`config.mk`:
```
export PLATFORM = sky130hd
export DESIGN_NAME = dbg_memi_master_flat
export DESIGN_NICKNAME = d
export VERILOG_FILES = /design/src/rtl/dbg_memi_master_if.sv /design/src/rtl/dbg_memi_master.sv /design/src/flat_wrapper.sv
export SDC_FILE = /design/constraint.sdc
export NUM_CORES = 1
export LEC_CHECK = 0
export CAP_MARGIN = 20
export CORE_MARGIN = 2
export CORE_UTILIZATION = 40
export DETAILED_ROUTE_END_ITERATION = 8
export PLACE_DENSITY_LB_ADDON = 0.05
export RECOVER_POWER = 50
export SYNTH_ARGS = -nofsm -noshare
export SYNTH_HDL_FRONTEND = slang
export SYNTH_SLANG_ARGS = --single-unit
```
`constraint.sdc`:
```
create_clock -name memi_clk -period 4.6 [get_ports memi_clk]
set_input_delay 0.69 -clock memi_clk [delete_from_list [all_inputs] [get_ports memi_clk]]
set_output_delay 0.69 -clock memi_clk [all_outputs]
set_load 0.01 [all_outputs]
```
`src/rtl/dbg_memi_master_if.sv`:
```
// Command, memi and response signals of the debug memi master, grouped as one bundle.
// Latency: none; this is wiring only.
// Backpressure: cmd_valid/cmd_ready on the command side, rsp_valid/rsp_ready on the response side.
interface dbg_memi_master_if #(
    parameter int NR_SLAVES  = 1,
    parameter int ADDR_WIDTH = 5,
    parameter int DATA_WIDTH = 32,
    parameter int LEN_WIDTH  = 4
);
    localparam int SLAVE_WIDTH = (NR_SLAVES > 1) ? $clog2(NR_SLAVES) : 1;

    logic                   cmd_valid;
    logic                   cmd_ready;
    logic                   cmd_write;
    logic [SLAVE_WIDTH-1:0] cmd_slave;
    logic [ADDR_WIDTH-1:0]  cmd_addr;
    logic [DATA_WIDTH-1:0]  cmd_wdata;
    logic [LEN_WIDTH-1:0]   cmd_len;
    logic                   cmd_autoinc;

    logic [ADDR_WIDTH-1:0]  memi_addr;
    logic [NR_SLAVES-1:0]   memi_sel;
    logic                   memi_wr_rd;
    logic [DATA_WIDTH-1:0]  memi_wdata;
    logic [DATA_WIDTH-1:0]  memi_rdata;
    logic                   memi_ack;

    logic                   rsp_valid;
    logic                   rsp_ready;
    logic [DATA_WIDTH-1:0]  rsp_rdata;
    logic                   rsp_err;
    logic                   busy;

    modport master (
        input  cmd_valid, cmd_write, cmd_slave, cmd_addr, cmd_wdata, cmd_len, cmd_autoinc,
        output cmd_ready,
        output memi_addr, memi_sel, memi_wr_rd, memi_wdata,
        input  memi_rdata, memi_ack,
        output rsp_valid, rsp_rdata, rsp_err, busy,
        input  rsp_ready
    );

    modport slave (
        output cmd_valid, cmd_write, cmd_slave, cmd_addr, cmd_wdata, cmd_len, cmd_autoinc,
        input  cmd_ready,
        input  memi_addr, memi_sel, memi_wr_rd, memi_wdata,
        output memi_rdata, memi_ack,
        input  rsp_valid, rsp_rdata, rsp_err, busy,
        output rsp_ready
    );
endinterface

```
`src/rtl/dbg_memi_master.sv`:
```
// Debug memi master: queues burst commands and runs them beat by beat on the memi bus.
// Latency: command accepted in N -> memi_sel in N+2 (idle, empty FIFO); memi_ack in M -> rsp_valid in M+1.
// Backpressure: cmd_ready drops while the FIFO is full; the FSM parks in RESP until rsp_ready.
module dbg_memi_master #(
    parameter int NR_SLAVES  = 1,
    parameter int ADDR_WIDTH = 5,
    parameter int DATA_WIDTH = 32,
    parameter int FIFO_DEPTH = 4,
    parameter int LEN_WIDTH  = 4,
    parameter int TIMEOUT    = 15
) (
    input  logic               memi_clk,
    input  logic               memi_rst,
    dbg_memi_master_if.master  bus
);
    localparam int SW = (NR_SLAVES > 1) ? $clog2(NR_SLAVES) : 1;
    localparam int PW = $clog2(FIFO_DEPTH);
    localparam int CW = $clog2(FIFO_DEPTH + 1);
    localparam int TW = $clog2(TIMEOUT + 1);

    typedef struct packed {
        logic                  write;
        logic [SW-1:0]         slave;
        logic [ADDR_WIDTH-1:0] addr;
        logic [DATA_WIDTH-1:0] wdata;
        logic [LEN_WIDTH-1:0]  len;
        logic                  autoinc;
    } cmd_t;

    typedef enum logic [1:0] {IDLE, ACCESS, RESP, DONE_CHK} state_t;

    // An out-of-range slave index maps to an all-zero select.
    function automatic logic [NR_SLAVES-1:0] onehot(input logic [SW-1:0] s);
        onehot = '0;
        if (int'(s) < NR_SLAVES)
            onehot = NR_SLAVES'(1) << s;
    endfunction

    // ---------------- command FIFO ----------------
    cmd_t           mem [FIFO_DEPTH];
    logic [PW-1:0]  wr_ptr, rd_ptr;
    logic [CW-1:0]  count;
    logic           full, empty, push, pop;
    cmd_t           in_cmd, head;
    state_t         state, state_d;

    assign full          = (count == CW'(FIFO_DEPTH));
    assign empty         = (count == '0);
    assign bus.cmd_ready = !memi_rst && !full;
    assign push          = bus.cmd_valid && bus.cmd_ready;
    assign pop           = (state == IDLE) && !empty;
    assign head          = mem[rd_ptr];
    assign in_cmd        = '{write: bus.cmd_write, slave: bus.cmd_slave, addr: bus.cmd_addr,
                             wdata: bus.cmd_wdata, len: bus.cmd_len, autoinc: bus.cmd_autoinc};

    // Storage array: written on every accepted command, no reset needed.
    always_ff @(posedge memi_clk) begin
        if (push)
            mem[wr_ptr] <= in_cmd;
    end

    // Pointers wrap naturally; the count tells full from empty.
    always_ff @(posedge memi_clk) begin
        if (memi_rst) begin
            wr_ptr <= '0;
            rd_ptr <= '0;
            count  <= '0;
        end else begin
            if (push) wr_ptr <= wr_ptr + PW'(1);
            if (pop)  rd_ptr <= rd_ptr + PW'(1);
            case ({push, pop})
                2'b10:   count <= count + CW'(1);
                2'b01:   count <= count - CW'(1);
                default: count <= count;
            endcase
        end
    end

    // ---------------- burst engine ----------------
    logic [ADDR_WIDTH-1:0] addr_q, addr_d;
    logic [NR_SLAVES-1:0]  sel_q, sel_d;
    logic                  wr_q, wr_d;
    logic [DATA_WIDTH-1:0] wdata_q, wdata_d;
    logic [SW-1:0]         slave_q, slave_d;
    logic [LEN_WIDTH-1:0]  beats_q, beats_d;
    logic                  autoinc_q, autoinc_d;
    logic [TW-1:0]         tcnt_q, tcnt_d;
    logic                  rsp_vld_q, rsp_vld_d;
    logic [DATA_WIDTH-1:0] rdata_q, rdata_d;
    logic                  err_q, err_d;
    logic                  leave;

    assign bus.memi_addr  = addr_q;
    assign bus.memi_sel   = sel_q;
    assign bus.memi_wr_rd = wr_q;
    assign bus.memi_wdata = wdata_q;
    assign bus.rsp_valid  = rsp_vld_q;
    assign bus.rsp_rdata  = rdata_q;
    assign bus.rsp_err    = err_q;
    assign bus.busy       = (state != IDLE) || !empty;

    // Next state and next register values; bus outputs are all registered.
    always_comb begin
        state_d   = state;
        addr_d    = addr_q;
        sel_d     = sel_q;
        wr_d      = wr_q;
        wdata_d   = wdata_q;
        slave_d   = slave_q;
        beats_d   = beats_q;
        autoinc_d = autoinc_q;
        tcnt_d    = tcnt_q;
        rsp_vld_d = rsp_vld_q;
        rdata_d   = rdata_q;
        err_d     = err_q;
        leave     = 1'b0;
        case (state)
            IDLE: begin
                if (!empty) begin
                    addr_d    = head.addr;
                    beats_d   = head.len;
                    wr_d      = head.write;
                    slave_d   = head.slave;
                    wdata_d   = head.wdata;
                    autoinc_d = head.autoinc;
                    sel_d     = onehot(head.slave);
                    tcnt_d    = '0;
                    state_d   = ACCESS;
                end
            end
            ACCESS: begin
                tcnt_d = tcnt_q + TW'(1);
                // A zero select means the slave index was out of range.
                if (sel_q == '0) begin
                    leave   = 1'b1;
                    err_d   = 1'b1;
                    rdata_d = '0;
                end else if (bus.memi_ack) begin
                    leave   = 1'b1;
                    err_d   = 1'b0;
                    rdata_d = wr_q ? '0 : bus.memi_rdata;
                end else if (tcnt_q == TW'(TIMEOUT - 1)) begin
                    leave   = 1'b1;
                    err_d   = 1'b1;
                    rdata_d = '0;
                end
                if (leave) begin
                    sel_d     = '0;
                    rsp_vld_d = 1'b1;
                    state_d   = RESP;
                end
            end
            RESP: begin
                if (bus.rsp_ready) begin
                    rsp_vld_d = 1'b0;
                    state_d   = DONE_CHK;
                end
            end
            DONE_CHK: begin
                if (beats_q == '0) begin
                    state_d = IDLE;
                end else begin
                    beats_d = beats_q - LEN_WIDTH'(1);
                    if (autoinc_q)
                        addr_d = addr_q + ADDR_WIDTH'(1);
                    sel_d   = onehot(slave_q);
                    tcnt_d  = '0;
                    state_d = ACCESS;
                end
            end
            default: state_d = IDLE;
        endcase
    end

    // State and datapath registers; reset abandons any burst in flight.
    always_ff @(posedge memi_clk) begin
        if (memi_rst) begin
            state     <= IDLE;
            addr_q    <= '0;
            sel_q     <= '0;
            wr_q      <= 1'b0;
            wdata_q   <= '0;
            slave_q   <= '0;
            beats_q   <= '0;
            autoinc_q <= 1'b0;
            tcnt_q    <= '0;
            rsp_vld_q <= 1'b0;
            rdata_q   <= '0;
            err_q     <= 1'b0;
        end else begin
            state     <= state_d;
            addr_q    <= addr_d;
            sel_q     <= sel_d;
            wr_q      <= wr_d;
            wdata_q   <= wdata_d;
            slave_q   <= slave_d;
            beats_q   <= beats_d;
            autoinc_q <= autoinc_d;
            tcnt_q    <= tcnt_d;
            rsp_vld_q <= rsp_vld_d;
            rdata_q   <= rdata_d;
            err_q     <= err_d;
        end
    end
endmodule

```
`src/flat_wrapper.sv`:
```
// flat-port wrapper written by rule: the top's interface ports become plain ports
module dbg_memi_master_flat 
#(
    parameter int NR_SLAVES  = 1,
    parameter int ADDR_WIDTH = 5,
    parameter int DATA_WIDTH = 32,
    parameter int FIFO_DEPTH = 4,
    parameter int LEN_WIDTH  = 4,
    parameter int TIMEOUT    = 15
)
  (memi_clk, memi_rst, bus_cmd_valid, bus_cmd_write, bus_cmd_slave, bus_cmd_addr, bus_cmd_wdata, bus_cmd_len, bus_cmd_autoinc, bus_cmd_ready, bus_memi_addr, bus_memi_sel, bus_memi_wr_rd, bus_memi_wdata, bus_memi_rdata, bus_memi_ack, bus_rsp_valid, bus_rsp_rdata, bus_rsp_err, bus_busy, bus_rsp_ready);
  dbg_memi_master_if #(.NR_SLAVES(NR_SLAVES), .ADDR_WIDTH(ADDR_WIDTH), .DATA_WIDTH(DATA_WIDTH), .LEN_WIDTH(LEN_WIDTH)) bus_i ();
  input  logic memi_clk;
  input  logic memi_rst;
  input wire logic [$bits(bus_i.cmd_valid)-1:0] bus_cmd_valid;
  input wire logic [$bits(bus_i.cmd_write)-1:0] bus_cmd_write;
  input wire logic [$bits(bus_i.cmd_slave)-1:0] bus_cmd_slave;
  input wire logic [$bits(bus_i.cmd_addr)-1:0] bus_cmd_addr;
  input wire logic [$bits(bus_i.cmd_wdata)-1:0] bus_cmd_wdata;
  input wire logic [$bits(bus_i.cmd_len)-1:0] bus_cmd_len;
  input wire logic [$bits(bus_i.cmd_autoinc)-1:0] bus_cmd_autoinc;
  output wire logic [$bits(bus_i.cmd_ready)-1:0] bus_cmd_ready;
  output wire logic [$bits(bus_i.memi_addr)-1:0] bus_memi_addr;
  output wire logic [$bits(bus_i.memi_sel)-1:0] bus_memi_sel;
  output wire logic [$bits(bus_i.memi_wr_rd)-1:0] bus_memi_wr_rd;
  output wire logic [$bits(bus_i.memi_wdata)-1:0] bus_memi_wdata;
  input wire logic [$bits(bus_i.memi_rdata)-1:0] bus_memi_rdata;
  input wire logic [$bits(bus_i.memi_ack)-1:0] bus_memi_ack;
  output wire logic [$bits(bus_i.rsp_valid)-1:0] bus_rsp_valid;
  output wire logic [$bits(bus_i.rsp_rdata)-1:0] bus_rsp_rdata;
  output wire logic [$bits(bus_i.rsp_err)-1:0] bus_rsp_err;
  output wire logic [$bits(bus_i.busy)-1:0] bus_busy;
  input wire logic [$bits(bus_i.rsp_ready)-1:0] bus_rsp_ready;
  assign bus_i.cmd_valid = bus_cmd_valid;
  assign bus_i.cmd_write = bus_cmd_write;
  assign bus_i.cmd_slave = bus_cmd_slave;
  assign bus_i.cmd_addr = bus_cmd_addr;
  assign bus_i.cmd_wdata = bus_cmd_wdata;
  assign bus_i.cmd_len = bus_cmd_len;
  assign bus_i.cmd_autoinc = bus_cmd_autoinc;
  assign bus_cmd_ready = bus_i.cmd_ready;
  assign bus_memi_addr = bus_i.memi_addr;
  assign bus_memi_sel = bus_i.memi_sel;
  assign bus_memi_wr_rd = bus_i.memi_wr_rd;
  assign bus_memi_wdata = bus_i.memi_wdata;
  assign bus_i.memi_rdata = bus_memi_rdata;
  assign bus_i.memi_ack = bus_memi_ack;
  assign bus_rsp_valid = bus_i.rsp_valid;
  assign bus_rsp_rdata = bus_i.rsp_rdata;
  assign bus_rsp_err = bus_i.rsp_err;
  assign bus_busy = bus_i.busy;
  assign bus_i.rsp_ready = bus_rsp_ready;
  dbg_memi_master #(.NR_SLAVES(NR_SLAVES), .ADDR_WIDTH(ADDR_WIDTH), .DATA_WIDTH(DATA_WIDTH), .FIFO_DEPTH(FIFO_DEPTH), .LEN_WIDTH(LEN_WIDTH), .TIMEOUT(TIMEOUT)) u_core (.memi_clk(memi_clk), .memi_rst(memi_rst), .bus(bus_i));
endmodule
```
==> reports/results.ini, run 1 <==
[critical_path]
reg2reg_depth=7
worstPathRequired_ps=5060
crit_path_start=u_core.tcnt_q[0]
r2r_slack_ps=1410
critPathKind=register to register
slowest_delay_ps=1270
crit_path_end_kind=register
cp.arrival_ps=3640
startpoint_type=register
worstPathCellList=inv_1 -> ha_1 -> and3_1 -> o21ai_0 -> clkbuf_1 -> nand2_1 -> a21oi_1
reg2reg_from=u_core.tcnt_q[0]
slowest_stage=o21ai_0
crit_fanout=17
reg2reg_to=u_core.bus.rsp_rdata[9]

[die]
num_rows=58
initial_core_util=0.407
io_pins=156
die_w_um=164
die_area_um2=27000
die_h_um=164
core_area_um2=25200

[finish]
final_common_cell=edfxtp_1
layout_common_cells=edfxtp_1, nand2_1, dlygate4sd3_1, dfxtp_1, a21oi_1
final_util=0.522
fillCellCount=2102
antennaDiodeCount=0
layout.nets=975
drive_gt1_frac=0.127
area_growth_pct=28.1

[synth]
synth_compound_area_frac=0.0666
synthAdderAreaFrac=0.0202
synth_mux_area_frac=0.0985
netlist_instances=719
ys_warn_count=0
syn_nets=816
synthSimpleGateAreaFrac=0.0857
synth_edf_count=176
syn_area_per_cell_um2=14.3
synth_seq_cells=270
synth_seq_area_share=0.698
syn_area_um2=10300
synth_xor_area_frac=0.00427
synth_top_family_by_area=multiplexers
async_flop_share=0
synth_cell_types=44
synthFlopType=edfxtp_1

[run_status]
outcome=finished, violations left
violations=capacitance limit, slew limit

[timing]
whs_ps=445
layout_setup_ws_ps=1410
max_freq_ghz=0.314
rsz0062_at_grt=no
tightest_slew_ps=1640
final_hold_viol_count=0
slew_violations=17
finClkSkew_ps=12.2
period_needed_ps=3190
fin_setup_tns_ps=0
setup-violations-final=0
min_period_over_period=0.693
relSlewSlack=-0.108

[clock_network]
ctsHoldBuffers=0
clk_latency_ps=540
cts_setup_buffers=0
clk_pin_slew_ps=60
cts_htree_levels=1
clock_sinks=270
root_buffer=clkbuf_16
cts_tree=built
clockBufferDepth=3
cts_buffers=29
cts_resized=0

[hold_path]
min_from=u_core.bus.rsp_rdata[0]
hold_end=u_core.bus.rsp_rdata[0]
worstHoldPathType=register to register
whs_path_depth=2

[power]
p_per_area_nw_per_um2=558
peakVddDrop_mv=0.294
leakage_nw=4.50

[routing]
vias=6284
first_pass_iters=7
routed_via_density=5.10
wl_per_cell_um=18.3
ant_nets=0
routed_wirelength_um=22600
drc=0
drt_iter0_markers=363

[grt]
gr-total-overflow=0
grt_max_degree=95
grt_pass1_wl_um=35000
grt_pass1_vias=6546
grt.total_usage=0.167
grt_antenna_before_repair=0

[placement]
hpwlAfterDp_um=14200
port_buffers=155
preCtsSetupSlack_ps=1370
gp_congestion=0.741

[run]
max_cap_viol_count=1

## registers in the layout (all words and copies together) (netlist names), named ones only
| signal | count |
|---|---|
| u_core.tcnt_q | 4 |
| u_core.bus.rsp_err | 1 |
| u_core.wr_ptr | 2 |
| u_core.bus.memi_addr | 5 |
| u_core.bus.memi_wdata | 32 |
| u_core.state | 2 |
| u_core.bus.memi_wr_rd | 1 |
| u_core.bus.memi_sel | 1 |
| u_core.mem | 176 |
| u_core.count | 3 |
| u_core.slave_q | 1 |
| u_core.bus.rsp_valid | 1 |
| u_core.beats_q | 4 |
| u_core.autoinc_q | 1 |
| u_core.rd_ptr | 2 |
| u_core.bus.rsp_rdata | 32 |
## cells by family after synthesis
group | count (synthesis)
mux | 46
compound gates | 116
fa+ha+maj | 16
simple gates | 199
xor+xnor | 5
buf+inv | 67
flops | 270
## metrics by stage
stage                     power [mW]  instance area, um^2  std cells
after global routing            7.76                13100       1231
after CTS                       7.46                13100       1229
final                           7.34                13100       1231
after floorplan                 4.37                10300        719
after global placement          5.08                12200       1174
after detailed placement        5.16                12200       1175
## power by group
group / leakage [nW] / total, mW / internal, mW / switching, mW
registers: 2.36 / 3.12 / 2.86 / 0.260
logic: 1.67 / 1.93 / 0.894 / 1.04
clock network: 0.463 / 2.29 / 1.38 / 0.911
## worst max-delay path, delay by kind of cell, from the launching register on
kind	cells	cell delay, ps
AO/OA/AOI/OAI	2	1420
adder cells (fa/ha/maj)	1	190
flip-flops	1	400
buffers and inverters	2	710
AND/OR/NAND/NOR	2	380
## final cells by class
| cell class | instances | area, um^2 | area share |
|---|---|---|---|
| Inverter | 26 | 97.6 | 0.00743 |
| Clock inverter | 13 | 148 | 0.0112 |
| Tap cell | 330 | 413 | 0.0314 |
| Multi-Input combinational cell | 382 | 2830 | 0.216 |
| Sequential cell | 270 | 7170 | 0.546 |
| Clock buffer | 41 | 801 | 0.0609 |
| Timing Repair Buffer | 169 | 1680 | 0.128 |
## how the worst max path moves through the flow
stage / to / slack, ps / cells past startpoint
2_1_floorplan: u_core.mem[0][0] / 1970 / 3
3_3_place_gp: u_core.mem[2][40] / 1410 / 5
3_5_place_dp: u_core.mem[2][38] / 1370 / 5
4_1_cts: bus_busy / 1460 / 5
5_1_grt: u_core.bus.rsp_rdata[26] / 1020 / 7
6_report: u_core.bus.rsp_rdata[9] / 1410 / 7
## cells in the mapped netlist (all sizes together), types with 3 or more instances
master  instances  area, um^2
nand3          38         190
nor2           18        67.6
o21ai           9        45.0
o31ai           4        35.0
nand2         119         447
mux4           44         991
clkbuf         28         105
edfxtp        176        5290
or3             6        37.5
o32ai           4        35.0
inv            26        97.6
ha             15         188
xor2            3        26.3
buf            13        66.3
and2            5        31.3
nor3            5        25.0
a21oi          84         420
dfxtp          94        1880
## layer usage
layer,global-route usage,vias up,wire length [um]
li1,-,2970,-
met1,0.218,3101,9850
met2,0.289,182,11000
met3,0.0295,31,1300
met4,0.0383,0,365
met5,0,-,0
(Power assumes the default switching activity.)
==> inputs of run 2 (changes only) <==
Clock period 4.6 ns to 3.1 ns, I/O delays scaled along.
==> run 2 against run 1 <==
  * The flow finishes with violations (capacitance limit)
  * Hold slack better by 3.7 ps
  * Combinational power rose by 52%
  * Critical path depth is 2 lower
  * Die area unchanged
  * Clock-buffer cell count is 8 lower
  * Cell area grew 0.51%
  * Clock power is 58% higher
  * Non-clock buffer count rose by 3
  * Largest power group unchanged
==> reports/results.ini, run 2 (same netlist as run 1, synthesis figures left out) <==
[placement]
hpwlAfterDp_um=13900
gp_congestion=0.743
port_buffers=155

[power]
power_frac_comb=0.265
p_per_area_nw_per_um2=842
p_sw_mw=3.26
pwr-share-seq=0.410
leakage_nw=4.48
peakVddDrop_mv=0.523
clkPwrFrac=0.326
cell_internal_pwr_mw=7.87
p_sw_frac=0.293

[timing]
relSlewSlack=0.00142
setup-violations-final=0
period_needed_ps=2750
whs_ps=449
max_freq_ghz=0.364
tightest_slew_ps=1500
final_hold_viol_count=0
fin_setup_tns_ps=0
finClkSkew_ps=6.50
rsz0062_at_grt=no
min_period_over_period=0.886
slew_violations=0

[grt]
grt.total_usage=0.166
grt_antenna_before_repair=0
grt_pass1_vias=6551
grt_max_degree=94
gr-total-overflow=0
grt_pass1_wl_um=35000

[finish]
area_growth_pct=28.7
fillCellCount=2074
drive_gt1_frac=0.131
largest_register_ff_count=176
layout.nets=977
antennaDiodeCount=0
top_register=u_core.mem
layout_common_cells=edfxtp_1, nand2_1, dfxtp_1, a21oi_1, dlygate4sd3_1
final_common_cell=edfxtp_1

[clock_network]
cts_buffers=28
cts_resized=0
clk_pin_slew_ps=60
cts_setup_buffers=0
clockBufferDepth=3
clk_latency_ps=530
cts_htree_levels=1
cts_tree=built
ctsHoldBuffers=0
clock_sinks=270
root_buffer=clkbuf_16

[critical_path]
crit_family=buffers and inverters
reg2reg_depth=5
crit_top_cell=inv_1
critPathKind=register to output port
slowest_stage=clkdlybuf4s50_1
crit_path_end_kind=output port
critical_path_depth=5
worstPathRequired_ps=2630
crit_fanout=6
slowest_delay_ps=500
worstPathCellList=inv_1 -> ha_1 -> nor4b_4 -> inv_1 -> clkdlybuf4s50_1
startpoint_type=register
cp.arrival_ps=2280
cp_num_buf_inv=3

[die]
initial_core_util=0.407
core_area_um2=25200
die_h_um=164
die_w_um=164
die_area_um2=27000
num_rows=58
io_pins=156

[routing]
routed_wirelength_um=22300
vias=6351
first_pass_iters=4
routed_via_density=5.16
drc=0
drt_iter0_markers=380
wl_per_cell_um=18.1
ant_nets=0

[hold_path]
worstHoldPathType=register to register
whs_path_depth=2

[run]
max_cap_viol_count=1

[run_status]
outcome=finished, violations left
violations=capacitance limit

## run 2: cell type report
class,instances,area (um^2),share of cell area
multi-input cells,382,2830,0.214
clock inverters,19,268,0.0203
inverters,26,97.6,0.00739
clock buffers,33,751,0.0568
well taps,330,413,0.0313
repair buffers,172,1680,0.127
flip-flops and latches,270,7170,0.543
## run 2: layer usage
| metal | routed length (um) | GRT usage |
|---|---|---|
| met5 | 0 | 0 |
| met3 | 1150 | 0.0275 |
| met4 | 384 | 0.0399 |
| met2 | 11100 | 0.289 |
| met1 | 9710 | 0.216 |
## run 2: worst min-delay path: stages, from the launching register on
cell and delay [ps]:
dfxtp_1 310, nand2_1 50, a21oi_1 50
## run 2: power groups by stage
stage                     clock network (mW)  registers (mW)  logic [mW]
after floorplan                            0            4.60        1.89
after global placement                     0            4.63        2.98
after detailed placement                   0            4.66        3.06
after CTS                               3.73            4.58        3.07
after global routing                    3.87            4.63        3.25
final                                   3.62            4.56        2.94
## run 2: worst paths after layout
path / end / slack [ps] / from
worst max-delay path: bus_busy / 350 / u_core.state[1]
worst min-delay path: u_core.bus.rsp_rdata[24] / 450 / u_core.bus.rsp_rdata[24]
worst max register to register: u_core.mem[2][41] / 390 / u_core.count[0]
worst min register to register: u_core.bus.rsp_rdata[24] / 450 / u_core.bus.rsp_rdata[24]
## run 2: metrics by stage
stage / cell area [um^2] / total power, mW / util / instances / setup slack [ps]
3_5_place_dp: 12200 / 7.71 / 0.486 / 1180 / 546
3_3_place_gp: 12200 / 7.60 / 0.486 / 1180 / 613
5_1_grt: 13200 / 11.7 / 0.525 / 1232 / 167
2_1_floorplan: 10300 / 6.49 / - / 719 / 634
4_1_cts: 13200 / 11.4 / 0.526 / 1232 / 223
6_report: 13200 / 11.1 / 0.525 / 1232 / 353
